`src/rtl/fetch_stage.sv`:
```
// -----------------------------------------------------------------------------
// fetch_stage
//   Front-end PC generator and instruction-fetch buffer. Issues sequential
//   word fetches to instruction memory, reserves a queue slot for every
//   accepted request, fills slots from in-order responses, and presents
//   {pc, inst} to decode. A redirect from execute flushes the queue and
//   counts the still-outstanding responses so they can be discarded on return.
//
// Ports
//   i_clk           clock
//   i_reset_n       synchronous reset, active low
//   imem_req_valid  fetch request valid
//   imem_req_ready  memory accepts request
//   imem_req_addr   byte address of the requested word ([1:0] = 0)
//   imem_rsp_valid  response valid, in request order, no backpressure
//   imem_rsp_data   instruction word
//   exec_ld_pc      redirect strobe from execute
//   exec_br_pc      redirect target
//   i_stall         downstream cannot accept this cycle
//   f_valid         f_pc/f_inst hold a fetched instruction
//   f_pc            PC of presented instruction
//   f_inst          presented instruction word
// -----------------------------------------------------------------------------
module fetch_stage #(
  parameter logic [31:0] RESET_PC = 32'h0000_0000,
  parameter int          DEPTH    = 4
) (
  input  logic        i_clk,
  input  logic        i_reset_n,
  output logic        imem_req_valid,
  input  logic        imem_req_ready,
  output logic [31:0] imem_req_addr,
  input  logic        imem_rsp_valid,
  input  logic [31:0] imem_rsp_data,
  input  logic        exec_ld_pc,
  input  logic [31:0] exec_br_pc,
  input  logic        i_stall,
  output logic        f_valid,
  output logic [31:0] f_pc,
  output logic [31:0] f_inst
);

  localparam int IW = $clog2(DEPTH);  // slot index width
  localparam int PW = IW + 1;         // pointer width incl. wrap bit

  typedef struct packed {
    logic        alloc;
    logic        filled;
    logic [31:0] pc;
    logic [31:0] inst;
  } slot_t;

  slot_t         slots [DEPTH];
  logic [31:0]   pc;
  logic [PW-1:0] head;      // next slot to present
  logic [PW-1:0] tail;      // next slot to allocate
  logic [PW-1:0] fill;      // next slot awaiting a response
  // Stale responses still owed by memory after redirects. Back-to-back
  // redirects add up; the memory is expected to drain them before the
  // count exceeds the pointer range.
  logic [PW-1:0] drop_cnt;

  logic          full;
  logic          issue;
  logic          rsp_drop;
  logic          rsp_fill;
  logic          pop;
  logic [PW-1:0] unfilled;
  logic [PW-1:0] drop_next;
  slot_t         head_slot;

  // Same index with different wrap bits means every slot is reserved.
  assign full = (head[IW] != tail[IW]) && (head[IW-1:0] == tail[IW-1:0]);

  // Slots are allocated and filled in order, so the allocated-but-unfilled
  // slots are exactly those between fill and tail.
  assign unfilled = tail - fill;

  // Depends only on state and reset/redirect, never on imem_rsp_*.
  assign imem_req_valid = i_reset_n && !full && !exec_ld_pc;
  assign imem_req_addr  = pc;
  assign issue          = imem_req_valid && imem_req_ready;

  assign rsp_drop = imem_rsp_valid && (drop_cnt != '0);
  // A response with nothing to fill and nothing to drop is ignored.
  assign rsp_fill = imem_rsp_valid && (drop_cnt == '0) && (fill != tail);

  // A response arriving in the redirect cycle settles one of the debts
  // being transferred into drop_cnt (either an old drop or an unfilled slot).
  assign drop_next = drop_cnt + unfilled - PW'(rsp_drop || rsp_fill);

  assign head_slot = slots[head[IW-1:0]];
  assign f_valid   = head_slot.alloc && head_slot.filled;
  assign f_pc      = head_slot.pc;
  assign f_inst    = head_slot.inst;

  assign pop = f_valid && !i_stall && !exec_ld_pc;

  // NOTE: all state here is updated with non-blocking assignments so every
  // read in this block sees the pre-edge value, regardless of statement order.
  always_ff @(posedge i_clk) begin
    if (!i_reset_n) begin
      pc       <= RESET_PC;
      head     <= '0;
      tail     <= '0;
      fill     <= '0;
      drop_cnt <= '0;
      // NOTE: the slot array is reset in full because f_pc/f_inst are read
      // straight from it and must be zero out of reset; it is only DEPTH
      // entries of flops, not a RAM macro.
      for (int i = 0; i < DEPTH; i++) begin
        slots[i] <= '0;
      end
    end else if (exec_ld_pc) begin
      pc       <= exec_br_pc;
      head     <= '0;
      tail     <= '0;
      fill     <= '0;
      drop_cnt <= drop_next;
      // pc/inst are left in place so the don't-care outputs stay stable.
      for (int i = 0; i < DEPTH; i++) begin
        slots[i].alloc  <= 1'b0;
        slots[i].filled <= 1'b0;
      end
    end else begin
      if (issue) begin
        slots[tail[IW-1:0]].alloc  <= 1'b1;
        slots[tail[IW-1:0]].filled <= 1'b0;
        slots[tail[IW-1:0]].pc     <= pc;
        tail <= tail + PW'(1);
        pc   <= pc + 32'd4;
      end

      if (rsp_drop) begin
        drop_cnt <= drop_cnt - PW'(1);
      end

      // fill != tail here, so this never touches the slot being allocated.
      if (rsp_fill) begin
        slots[fill[IW-1:0]].inst   <= imem_rsp_data;
        slots[fill[IW-1:0]].filled <= 1'b1;
        fill <= fill + PW'(1);
      end

      // The popped slot is filled, so it is distinct from tail and fill slots.
      if (pop) begin
        slots[head[IW-1:0]].alloc  <= 1'b0;
        slots[head[IW-1:0]].filled <= 1'b0;
        head <= head + PW'(1);
      end
    end
  end

endmodule
```
`config.mk`:
```
export PLATFORM = sky130hd
export DESIGN_NAME = fetch_stage
export DESIGN_NICKNAME = d
export VERILOG_FILES = /design/src/rtl/fetch_stage.sv
export SDC_FILE = /design/constraint.sdc
export NUM_CORES = 1
export LEC_CHECK = 0
export BUFFER_PORTS_ARGS = -buffer_cell sky130_fd_sc_hd__buf_2
export CORE_UTILIZATION = 58
export DETAILED_ROUTE_END_ITERATION = 10
export PLACE_DENSITY = 0.9
export SKIP_LAST_GASP = 1
export SYNTH_ARGS = -nofsm -noshare
export SYNTH_HDL_FRONTEND = slang
export SYNTH_SLANG_ARGS = --single-unit
```
`constraint.sdc`:
```
create_clock -name i_clk -period 4.7 [get_ports i_clk]
set_clock_uncertainty 0.05 [all_clocks]
set_input_delay 0.94 -clock i_clk [delete_from_list [all_inputs] [get_ports i_clk]]
set_output_delay 0.94 -clock i_clk [all_outputs]
set_load 0.1 [all_outputs]
```
# Yosys cells after proc, flatten, opt, wreduce, memory -nomap -nowiden
# Memories as Yosys holds them, arrays and structs flattened. A register that Yosys moved wholly into a read port is not among the register bits.
# Index checks and enable logic that the tools add are counted.
# word_totals
reg_bits	44
ram_bits	264
in_bits	70
out_inout_bits	98
word_cells	87
n_memories	1
# memory_table
memory	words	width	read_ports	rd_clocked_by_memory_dff	write_ports	line	source
slots	4	66	1	1	4	53	slot_t slots [DEPTH];
# op_classes
add_sub_neg	8
n_eq_ne	3
mux	39
bitwise_logic	9
reduce_logical	22
# ops
op	count
$mux W66	3
$reduce_or A66 Y1	3
$mux W32	2
$add A32 B3 Y32 const B	1
$mux W1	24
$logic_and A1 B1 Y1	10
$mux W2	5
$add A3 B1 Y3 const B	3
$mux W3	3
$mux W4	2
$or A1 B1 Y1	8
$reduce_bool A2 Y1	2
$add A3 B3 Y3	1
$logic_not A1 Y1	3
$logic_not A3 Y1	1
$ne A3 B3 Y1	1
$reduce_bool A3 Y1	1
$sub A3 B1 Y3	1
$sub A3 B1 Y3 const B	1
$sub A3 B3 Y3	1
$eq A2 B2 Y1	1
$reduce_or A2 Y1	1
$logic_or A1 B1 Y1	1
$ne A1 B1 Y1	1
$not A1 Y1	1

# Longest topological paths before layout
# logic_depth
ltp_word	12
mapped_depth	15

# Least setup slack after synthesis
# OpenSTA, ideal clock, no wires.
# synth_timing
kind	input -> output
start	input port exec_ld_pc
end	output port imem_req_valid
arrival_ns	3.054
t_required_ns	3.710
setup_slack_ns	0.656
stages	4
cell_sequence	clkbuf_1 > nand2b_1 > clkbuf_1 > a31oi_1
# synth_via
elab_chain_len	2
# synth_rtl
element	line	source
start, declared	35	input logic exec_ld_pc,
$logic_not A1 Y1	80	assign imem_req_valid = i_reset_n && !full && !exec_ld_pc;
$logic_and A1 B1 Y1	80	
end, declared	30	output logic imem_req_valid,
# Every way passes these cells.

# Worst setup path after layout
# layout_timing
start	register tail[1]
end	register drop_cnt[2]
# layout_via
elab_chain_len	5
elab_cells_between_ends	7
# layout_rtl
element	line	source
start, declared	56	logic [PW-1:0] tail;
start signal, assigned	130	tail <= tail + PW'(1);
parallel branches: the longest is 3 deep, another holds $sub A3 B3 Y3	n/a	
$sub A3 B1 Y3 *	90	assign drop_next = drop_cnt + unfilled - PW'(rsp_drop || rsp_fill);
$mux W3 *	114	end else if (exec_ld_pc) begin
end signal, assigned	119	drop_cnt <= drop_next;
end signal, assigned	135	drop_cnt <= drop_cnt - PW'(1);
end, declared	61	logic [PW-1:0] drop_cnt;
# Every way passes the cells marked *.
# A chain may end at the register's enable or synchronous reset.

==> flow_summary.ini <==
[worst_setup_path]
worstReg2RegEnd = drop_cnt[2]
r2r-start = tail[1]
endpoint = drop_cnt[2]
crit_chain = xor2_1 -> o311a_2 -> nand2b_1 -> fa_1 -> fa_1 -> inv_1 -> ha_1 -> fa_1 -> xnor2_1 -> xnor2_1 -> o22ai_1 -> xor2_1 -> and2_1
cpPeakStageDelay_ns = 0.51
startpoint_type = flip-flop
critPathMaxFanout = 9
reg2reg_slack_ns = 0.86
r2r_cells = 13
crit_path_top_delay_cell = fa_1
critPathBufInv = 1
worstSetupEndpointType = flip-flop
critPathArrivalTime_ns = 4.23
critPathTopFamily = adder cells
path_common_cell = fa_1
cp.required_ns = 5.09
path_depth = 13
setup.worst_path.class = flip-flop to flip-flop
crit_start = tail[1]

[logic_synthesis]
syn_area_um2 = 14090
synth.most_common_cell = edfxtp_1
avgSynthCellArea_um2 = 14.05
synth_top_area_share = 0.5455
synth_edf_count = 256
postSynth.asyncResetShare = 0
synthTopCellsByArea = edfxtp_1, mux4_2, dfxtp_1
synth_fp_nets = 1093
ys.warnings.count = 0
synthCells = 1003
ys_types = 61
yosys-top-cells-count = edfxtp_1, and2_1, and3_1
netlist.top_cell.by_area = edfxtp_1
synth-seq-area-share = 0.6222
yosys_most_used_dff = edfxtp_1
synth_seq_cells = 310

[placed_design]
place.gp.congestion = 0.8806
port-buffer-count = 167
dp.final_hpwl_mm = 20.14

[clock_tree]
clk_pin_slew_ns = 0.06
cts_resized = 0
cts_inserted_buffers = 31
htreeDepth = 1
clock-root-buffer = clkbuf_16
clock_latency_ns = 0.55
hold_buffers = 0
cts.sinks = 310
max-clock-path-buffers = 3
cts_setup_buffers = 0
cts_tree = built

[detailed_routing]
viasPerCell = 6.163
detail_route.wl_per_cell_um = 22.10
dr.pass1.iters = 5
dr.first_iter.drc_count = 836
wirelength_mm = 33.07
num_vias = 9220
antenna_left = 0
drc = 0

[min_path]
hold_start = slots[2][65]
hold_path_depth = 2
hold_class = flip-flop to flip-flop

[power]
ir_drop_mv = 0.3488
p_int_w = 0.004815
p_switching_w = 0.001704
p_leak_nw = 6.705
p_sw_frac = 0.2613
pwr_density_cell_nw_per_um2 = 399.4
comb_power_share = 0.123
clockPowerShare = 0.392
p_seq_frac = 0.485

[die]
rows = 56
die_area_um2 = 24920
die_h_um = 157.9
die_w_um = 157.9
core_um2 = 23680
start_util = 0.5950
io_pins = 168

[grt]
antenna_found_initial = 4
grt_first_pass_wirelength_mm = 50.14
grt_max_degree = 108
first_global_vias = 9346
grt.total_usage = 0.2678
grt_overflow = 0

[finish]
fillers = 1535
drive_gt1_frac = 0.2717
syn_to_final_growth_pct = 15.83
seqCellArea_um2 = 8773
multi_input_area_um2 = 4918
utilization = 0.6892
fin_nets = 1239

[timing]
period_share = 0.8160
hold_viol_final = 0
setup_viol = 0
relSlewSlack = 0.2972
tns_ns = 0
report.final.slew_viol_count = 0
worst_slew_pin_slew_ns = 1.051
grt_setup_unrepaired = no
period_minus_slack_ns = 3.835
fmax_ghz = 0.2607

[status]
status = finished, final reports clean

[flow_run]
maxCapViolCount = 0
## worst min path at each step
| stage | end | slack (ns) |
|---|---|---|
| detailed placement | slots[3][65] | 0.41 |
| global placement | slots[2][65] | 0.40 |
| finish | slots[2][65] | 0.43 |
| CTS | slots[1][65] | 0.43 |
| floorplan | slots[1][65] | 0.38 |
| global route | slots[1][65] | 0.44 |
## registers in the layout, summed over array words and instances, names as in the netlist, named ones only
signal	cells
head	3
slots	264
fill	3
imem_req_addr	32
tail	3
drop_cnt	3
## layout by cell type, fill, tap and decap left out, types with 3 or more instances in the layout
cell type	count
a21boi_1	3
a21oi_1	25
a22o_1	4
a22oi_1	4
a31oi_1	5
and2_1	132
and3_1	128
buf_12	7
buf_2	167
buf_4	17
bufinv_16	5
clkbuf_1	6
clkbuf_16	31
clkbuf_8	3
clkinv_2	10
dfxtp_1	52
diode_2	3
edfxtp_1	256
fa_1	4
ha_1	16
inv_1	15
mux2i_1	4
mux4_2	64
nand2_1	42
nand2b_1	7
nand3_1	17
nand4_1	15
nor2_1	26
nor2b_1	6
nor3_1	3
nor4_1	4
o211a_1	3
o21ai_0	22
xnor2_1	21
xor2_1	15
## kinds of logic after synthesis
group,count (synthesis),synth area share
AO/OA/AOI/OAI,87,0.04093
XOR/XNOR,36,0.02237
adder cells (fa/ha/maj),20,0.01989
buffers and inverters,94,0.02957
flip-flops,310,0.6222
multiplexers,68,0.1051
AND/OR/NAND/NOR,388,0.1599
## tightest hold or removal path, cell delays in order, from the launching register on
cell	delay, ns
dfxtp_1	0.32
nand2_1	0.06
a22oi_1	0.05
## final cells by class
cell class                 count  area share
clock buffer                  40     0.05143
inverter                      16    0.003679
sequential                   310      0.5375
clock inverter                18     0.01357
antenna                        3   0.0004599
multi-input combinational    599      0.3013
tap                          319     0.02445
timing repair buffer         191     0.06761
## power by group through the flow
stage	logic [W]	registers, W	clock network [W]
after floorplan	0.000491	0.00331	0
after global placement	0.000770	0.00320	0
after detailed placement	0.000794	0.00322	0
after CTS	0.000802	0.00316	0.00257
after global routing	0.000850	0.00317	0.00267
final	0.000802	0.00316	0.00255
## layer usage
layer | GRT usage | wire [µm] | vias to the layer above
met1 | 0.3480 | 12590 | 4602
met3 | 0.03696 | 2578 | 93
met4 | 0.1151 | 1241 | 0
li1 | - | - | 4046
met5 | 0 | 0 | -
met2 | 0.4525 | 16650 | 479
## metrics by stage
step	total power, W	area, µm²	std cells	hold slack, ns	worst slack [ns]
floorplan	0.003802	14090	1003	0.3830	0.6564
global placement	0.003975	15250	1435	0.3965	0.8709
detailed placement	0.004011	15250	1435	0.4074	0.7458
CTS	0.006536	16320	1493	0.4255	0.8918
global route	0.006697	16320	1494	0.4439	0.6698
finish	0.006519	16320	1496	0.4263	0.8648
Note: power is estimated with default switching activity, not from simulation.
